[src/rtl/mem_stage_pkg.sv]
// Shared definitions for the memory stage: FSM encoding and defaults.
package mem_stage_pkg;

   typedef enum logic [1:0] {
      IDLE = 2'd0,
      WAIT = 2'd1,
      DONE = 2'd2
   } state_t;

   localparam int TIMEOUT_DEF = 16;

endpackage

[src/rtl/mem_stage_ctrl.sv]
// Memory-stage controller: bus FSM, timeout counter, sticky errors, stall.
module mem_stage_ctrl
   import mem_stage_pkg::*;
#(
   parameter int DBITS   = 32,
   parameter int TIMEOUT = TIMEOUT_DEF
) (
   input  logic             clk,
   input  logic             reset,
   input  logic             wrt_en,
   input  logic [DBITS-1:0] ex_addr,
   input  logic [DBITS-1:0] ex_wdata,
   input  logic             ex_sel,
   input  logic             ex_wrmem,
   input  logic             mem_ack,
   input  logic [DBITS-1:0] mem_rdata,
   output state_t           state,
   output logic             stall,
   output logic             mem_req,
   output logic             mem_we,
   output logic [DBITS-1:0] mem_addr,
   output logic [DBITS-1:0] mem_wdata,
   output logic [DBITS-1:0] load_buf,
   output logic             bus_err,
   output logic             align_err
);

   localparam int CW = $clog2(TIMEOUT);

   logic [CW-1:0] cnt;
   logic          access;
   logic          misaligned;

   assign access     = ex_wrmem | ex_sel;
   assign misaligned = access & (ex_addr[1:0] != 2'b00);

   // Forced low during reset so upstream is released at once.
   assign stall = ~reset &
                  (((state == IDLE) & access) | (state == WAIT));

   always_ff @(posedge clk or posedge reset) begin
      if (reset) begin
         state     <= IDLE;
         cnt       <= '0;
         mem_req   <= 1'b0;
         mem_we    <= 1'b0;
         mem_addr  <= '0;
         mem_wdata <= '0;
         load_buf  <= '0;
         bus_err   <= 1'b0;
         align_err <= 1'b0;
      end else begin
         case (state)
            IDLE: begin
               if (misaligned) begin
                  state     <= DONE;
                  align_err <= 1'b1;
                  load_buf  <= '0;
               end else if (access) begin
                  state     <= WAIT;
                  cnt       <= '0;
                  mem_req   <= 1'b1;
                  mem_we    <= ex_wrmem;
                  mem_addr  <= ex_addr;
                  mem_wdata <= ex_wdata;
               end
            end
            WAIT: begin
               cnt <= cnt + 1'b1;
               // An ack on the final cycle still wins over the timeout.
               if (mem_ack) begin
                  state    <= DONE;
                  mem_req  <= 1'b0;
                  load_buf <= mem_rdata;
               end else if (cnt == CW'(TIMEOUT - 1)) begin
                  state    <= DONE;
                  mem_req  <= 1'b0;
                  bus_err  <= 1'b1;
                  load_buf <= '0;
               end
            end
            DONE: begin
               if (wrt_en) begin
                  state <= IDLE;
                  cnt   <= '0;
               end
            end
            default: state <= IDLE;
         endcase
      end
   end

endmodule

[src/rtl/register.sv]
// Generic enable-gated register with asynchronous active-high clear.
module Register #(
   parameter int WIDTH = 32
) (
   input  logic             clk,
   input  logic             reset,
   input  logic             wrt_en,
   input  logic [WIDTH-1:0] data_in,
   output logic [WIDTH-1:0] data_out
);

   always_ff @(posedge clk or posedge reset) begin
      if (reset)
         data_out <= '0;
      else if (wrt_en)
         data_out <= data_in;
   end

endmodule

[src/rtl/mem_stage.sv]
// Memory stage: data-memory access via req/ack plus the ME/WB register.
module mem_stage
   import mem_stage_pkg::*;
#(
   parameter int DBITS               = 32,
   parameter int REG_INDEX_BIT_WIDTH = 4,
   parameter int TIMEOUT             = TIMEOUT_DEF
) (
   input  logic                           clk,
   input  logic                           reset,
   input  logic                           wrt_en,
   input  logic [DBITS-1:0]               EX_intermediateResult,
   input  logic [DBITS-1:0]               EX_regData2,
   input  logic [REG_INDEX_BIT_WIDTH-1:0] EX_rd,
   input  logic                           EX_ME_mux_sel,
   input  logic                           EX_wrReg,
   input  logic                           EX_wrMem,
   output logic                           mem_req,
   output logic                           mem_we,
   output logic [DBITS-1:0]               mem_addr,
   output logic [DBITS-1:0]               mem_wdata,
   input  logic                           mem_ack,
   input  logic [DBITS-1:0]               mem_rdata,
   output logic                           stall,
   output logic [DBITS-1:0]               ME_result,
   output logic [REG_INDEX_BIT_WIDTH-1:0] ME_rd,
   output logic                           ME_wrReg,
   output logic                           bus_err,
   output logic                           align_err
);

   state_t           state;
   logic [DBITS-1:0] load_buf;
   logic [DBITS-1:0] load_val;
   logic [DBITS-1:0] result_d;
   logic             adv;
   logic             wr_en_q;
   logic             wr_d;

   mem_stage_ctrl #(
      .DBITS   (DBITS),
      .TIMEOUT (TIMEOUT)
   ) u_ctrl (
      .clk       (clk),
      .reset     (reset),
      .wrt_en    (wrt_en),
      .ex_addr   (EX_intermediateResult),
      .ex_wdata  (EX_regData2),
      .ex_sel    (EX_ME_mux_sel),
      .ex_wrmem  (EX_wrMem),
      .mem_ack   (mem_ack),
      .mem_rdata (mem_rdata),
      .state     (state),
      .stall     (stall),
      .mem_req   (mem_req),
      .mem_we    (mem_we),
      .mem_addr  (mem_addr),
      .mem_wdata (mem_wdata),
      .load_buf  (load_buf),
      .bus_err   (bus_err),
      .align_err (align_err)
   );

   assign load_val = (state == DONE) ? load_buf : '0;
   assign result_d = EX_ME_mux_sel ? load_val : EX_intermediateResult;
   assign adv      = wrt_en & ~stall;

   // A stalled cycle still clocks the write-enable so a bubble goes out.
   assign wr_en_q  = wrt_en | stall;
   assign wr_d     = EX_wrReg & ~stall;

   Register #(.WIDTH(DBITS)) u_result (
      .clk      (clk),
      .reset    (reset),
      .wrt_en   (adv),
      .data_in  (result_d),
      .data_out (ME_result)
   );

   Register #(.WIDTH(REG_INDEX_BIT_WIDTH)) u_rd (
      .clk      (clk),
      .reset    (reset),
      .wrt_en   (adv),
      .data_in  (EX_rd),
      .data_out (ME_rd)
   );

   Register #(.WIDTH(1)) u_wrreg (
      .clk      (clk),
      .reset    (reset),
      .wrt_en   (wr_en_q),
      .data_in  (wr_d),
      .data_out (ME_wrReg)
   );

endmodule

[config.mk]
export PLATFORM = sky130hd
export DESIGN_NAME = mem_stage
export DESIGN_NICKNAME = d
export VERILOG_FILES = /design/src/rtl/mem_stage_pkg.sv /design/src/rtl/mem_stage_ctrl.sv /design/src/rtl/register.sv /design/src/rtl/mem_stage.sv
export SDC_FILE = /design/constraint.sdc
export NUM_CORES = 1
export LEC_CHECK = 0
export ABC_AREA = 1
export BUFFER_PORTS_ARGS = -buffer_cell sky130_fd_sc_hd__buf_2
export CORE_UTILIZATION = 54
export DETAILED_ROUTE_END_ITERATION = 10
export PLACE_DENSITY = 0.86
export SETUP_SLACK_MARGIN = 0.3
export SYNTH_ARGS = -nofsm -noshare
export SYNTH_HDL_FRONTEND = slang
export SYNTH_SLANG_ARGS = --single-unit
[constraint.sdc]
create_clock -name clk -period 13.1 [get_ports clk]
set_clock_uncertainty 0.05 [all_clocks]
set_input_delay 0.655 -clock clk [delete_from_list [all_inputs] [get_ports clk]]
set_output_delay 0.655 -clock clk [all_outputs]
set_load 0.05 [all_outputs]
==> results by group <==
Critical path
  – Required time of the worst setup path: 12.40 ns
  – CP max FO: 93
  – Crit path launch type: input port
  – Slowest cell on crit path: inv_6
  – Crit path max-delay family: buffers and inverters
  – Critical Setup Path Class: input port to primary output
  – Critical Path AT: 2.03 ns
  – Crit-path most repeated cell: buf_2
  – Endpoint type of the worst setup path: primary output
  – Crit path cell chain: buf_2 > inv_6 > nand3_2 > inv_1 > buf_2
  – Worst path max stage delay: 0.56 ns
  – Bufs and invs on worst path: 4

Global routing
  – All-Layer GR Usage: 27.44%
  – Global route hottest layer: met2
  – Wire length of the first global-routing pass: 24.27 mm
  – GR Overflow Total: 0
  – Vias in the first global route: 4980
  – Antenna violations before repair: 0
  – Largest net degree at the start of global routing: 101
  – Grt met2 use: 46.29%
  – Met3 GRT Util: 5.508%
  – Global Route met1 Usage: 35.10%

Detailed routing
  – Routed via count: 5267
  – # DRC: 0
  – Via density: 5.011
  – Initial DRC count: 374
  – Post-Route WL: 15.07 mm
  – DR WL/cell: 14.34 um
  – Routed Antenna Nets: 0
  – DRT Pass-1 Iters: 5

Synthesis
  – Synth cell types: 23
  – Synth area leader: dfrtp_1
  – Post-synthesis mux area share: 0.1871%
  – Synth Net Count: 809
  – Largest family of logic cells by synthesized area: simple AND/OR/NAND/NOR gates
  – Synth Area in Compound Gates: 11.77%
  – Most frequent cell after synthesis: nand2_1
  – Number of synthesized flops with an enable pin: 0
  – Async S/R FF share, synth: 100.0%
  – Synth top area share: 59.46%
  – Yosys reg bits: 143
  – Synth Area per Inst: 8.585 um2
  – Post-synth top flop: dfrtp_1
  – Seq/Total Area, Yosys: 59.46%
  – Cell Area, Synth: 6018 um2
  – Simple-Gate Fraction of Synth Area: 19.85%
  – Mapped Cells: 701
  – Synth Area in XOR/XNOR: 0%
  – Synth cell count leaders: 257 x nand2_1, 143 x dfrtp_1, 75 x inv_1
  – Post-Synth Adder-Cell Area: 0.2079%
  – Area contributors post-synth: dfrtp_1 59%, nand2_1 16%, o21ai_1 5.6%
  – Ys Warns: 0

Timing
  – Final min period: 2.738 ns
  – RSZ-0062 raised after global routing: no
  – Actual slew at the worst max-slew pin: 1.197 ns
  – Slew Limit Fails: 0
  – Final Setup Violations: 0
  – Relative slew slack: 19.98%
  – Setup tns final: 0 ns
  – Tcrit/Tclk final: 20.90%
  – F_max: 365.3 MHz
  – Worst hold slack: 0.2701 ns
  – Final hold viol count: 0

Run status
  – Status: finished, final reports clean

Power and ir drop
  – Leak pwr: 4.389 nW
  – Sequential cell fraction of total power: 32.7%
  – Clk pwr share: 25.8%
  – Sw Pwr: 0.9371 mW
  – Logic pwr share: 41.5%
  – Pint: 1.116 mW
  – Net Sw Frac: 45.65%
  – Peak VDD IR: 207.0 uV
  – Power density cells: 265.6 nW/um2

Floorplan
  – Die area: 11570 um2
  – Core Area: 10840 um2
  – Die W: 107.6 um
  – Die height: 107.6 um
  – # rows: 38
  – # IOs: 213
  – Initial Util: 55.52%

Clock tree
  – Post-CTS Setup Repair Bufs: 0
  – CTS clk-pin slew, worst paths: 0.06 ns
  – Clk sinks: 143
  – Hold_buf cts: 0
  – Root Buffer: clkbuf_8
  – CTS resizes: 0
  – Max clock buf depth: 2
  – H-tree depth: 4
  – Clk_lat worst skew: 0.50 ns
  – Clock buffer count from CTS: 17
  – CTS tree: done

Placed design
  – Placer Congestion: 0.8047
  – Port Buffers: 212
  – HPWL Detailed: 10.16 mm

Finish
  – Layout cells sized above 1: 29.64%
  – Nets: 1007
  – Antenna Cells: 0
  – Fillers: 815
  – Synthesis-to-finish area growth: 28.44%

Run
  – MaxCap Viol Count: 0

Min path
  – Hold Crit Class: input port to async pin
sequential cells by signal, summed over array words and instances, names as in the netlist:
name               count
u_ctrl.cnt             4
u_wrreg.data_out       1
u_ctrl.align_err       1
u_result.data_out     32
u_ctrl.bus_err         1
u_ctrl.mem_wdata      32
u_ctrl.mem_we          1
u_ctrl.mem_addr       32
u_ctrl.load_buf       32
u_ctrl.state           2
u_ctrl.mem_req         1
u_rd.data_out          4
power by group through the flow:
stage               clock (mW)  sequential, mW  combinational (mW)
CTS                      0.537           0.670               0.857
finish                   0.530           0.671               0.851
detailed placement           0           0.675               0.851
global route             0.559           0.689               0.908
global placement             0           0.670               0.836
floorplan                    0            1.10               0.216
through the flow:
step	power [mW]	setup slack (ns)	utilization, %	cell area [um2]	cells
final	2.053	10.36	71.31	7730	1051
after global routing	2.156	10.18	71.31	7730	1051
after CTS	2.064	10.32	71.31	7730	1051
after detailed placement	1.527	10.01	65.28	7077	1020
after global placement	1.505	10.13	65.28	7077	1020
after floorplan	1.320	7.794	-	6018	701
placed cells by master (no fill, tap or decap):
cell type	netlist	routed
o21bai_1	1	1
clkinvlp_4	0	2
clkinv_2	0	1
o21ai_2	12	12
bufinv_16	0	6
nand2_1	257	257
inv_1	75	74
or2_2	1	1
o21ai_1	67	67
ha_1	1	1
dfrtp_1	143	143
nor2_4	1	1
nand3_1	10	10
o21ai_0	20	20
mux2_2	1	1
clkbuf_16	0	16
buf_4	7	5
inv_6	0	3
buf_2	17	212
nor2_1	34	34
clkinv_4	0	2
nand2_2	1	1
clkbuf_8	0	1
a21oi_1	32	32
clkbuf_1	10	1
inv_2	3	3
nand4_1	1	1
nand3_2	1	1
nor2_2	2	2
worst paths after layout:
path	from	endpoint	slack [ns]	depth (start not counted)
min reg2reg	u_ctrl.load_buf[6]	u_ctrl.load_buf[6]	0.42	2
min in group clk	mem_rdata[15]	u_ctrl.load_buf[15]	0.30	3
max reg2reg	u_ctrl.cnt[0]	u_ctrl.load_buf[3]	10.93	6
min	reset	u_ctrl.load_buf[6]	0.27	2
max	reset	stall	10.36	5
max in group asynchronous	reset	u_ctrl.mem_addr[13]	11.55	3
routing by layer:
layer,vias to the layer above,part of all wire (%)
met5,-,0
met4,0,1.7
met3,24,6.1
met2,216,50
met1,2456,42
li1,2571,-
layout make-up:
cell class	instances	area (um2)	area share, %
Sequential cell	143	3578	46.29
Multi-Input combinational cell	442	1927	24.93
Clock inverter	13	235.2	3.043
Tap cell	140	175.2	2.266
Clock buffer	18	417.9	5.406
Inverter	78	297.8	3.852
Timing Repair Buffer	217	1099	14.21
cell families (layout without fill, tap and decap cells):
logic type	Yosys count	in the layout
simple gates	308	308
flops	143	143
compound gates	132	132
buf+inv	116	326
fa+ha+maj	1	1
mux	1	1
(Power assumes the default switching activity.)
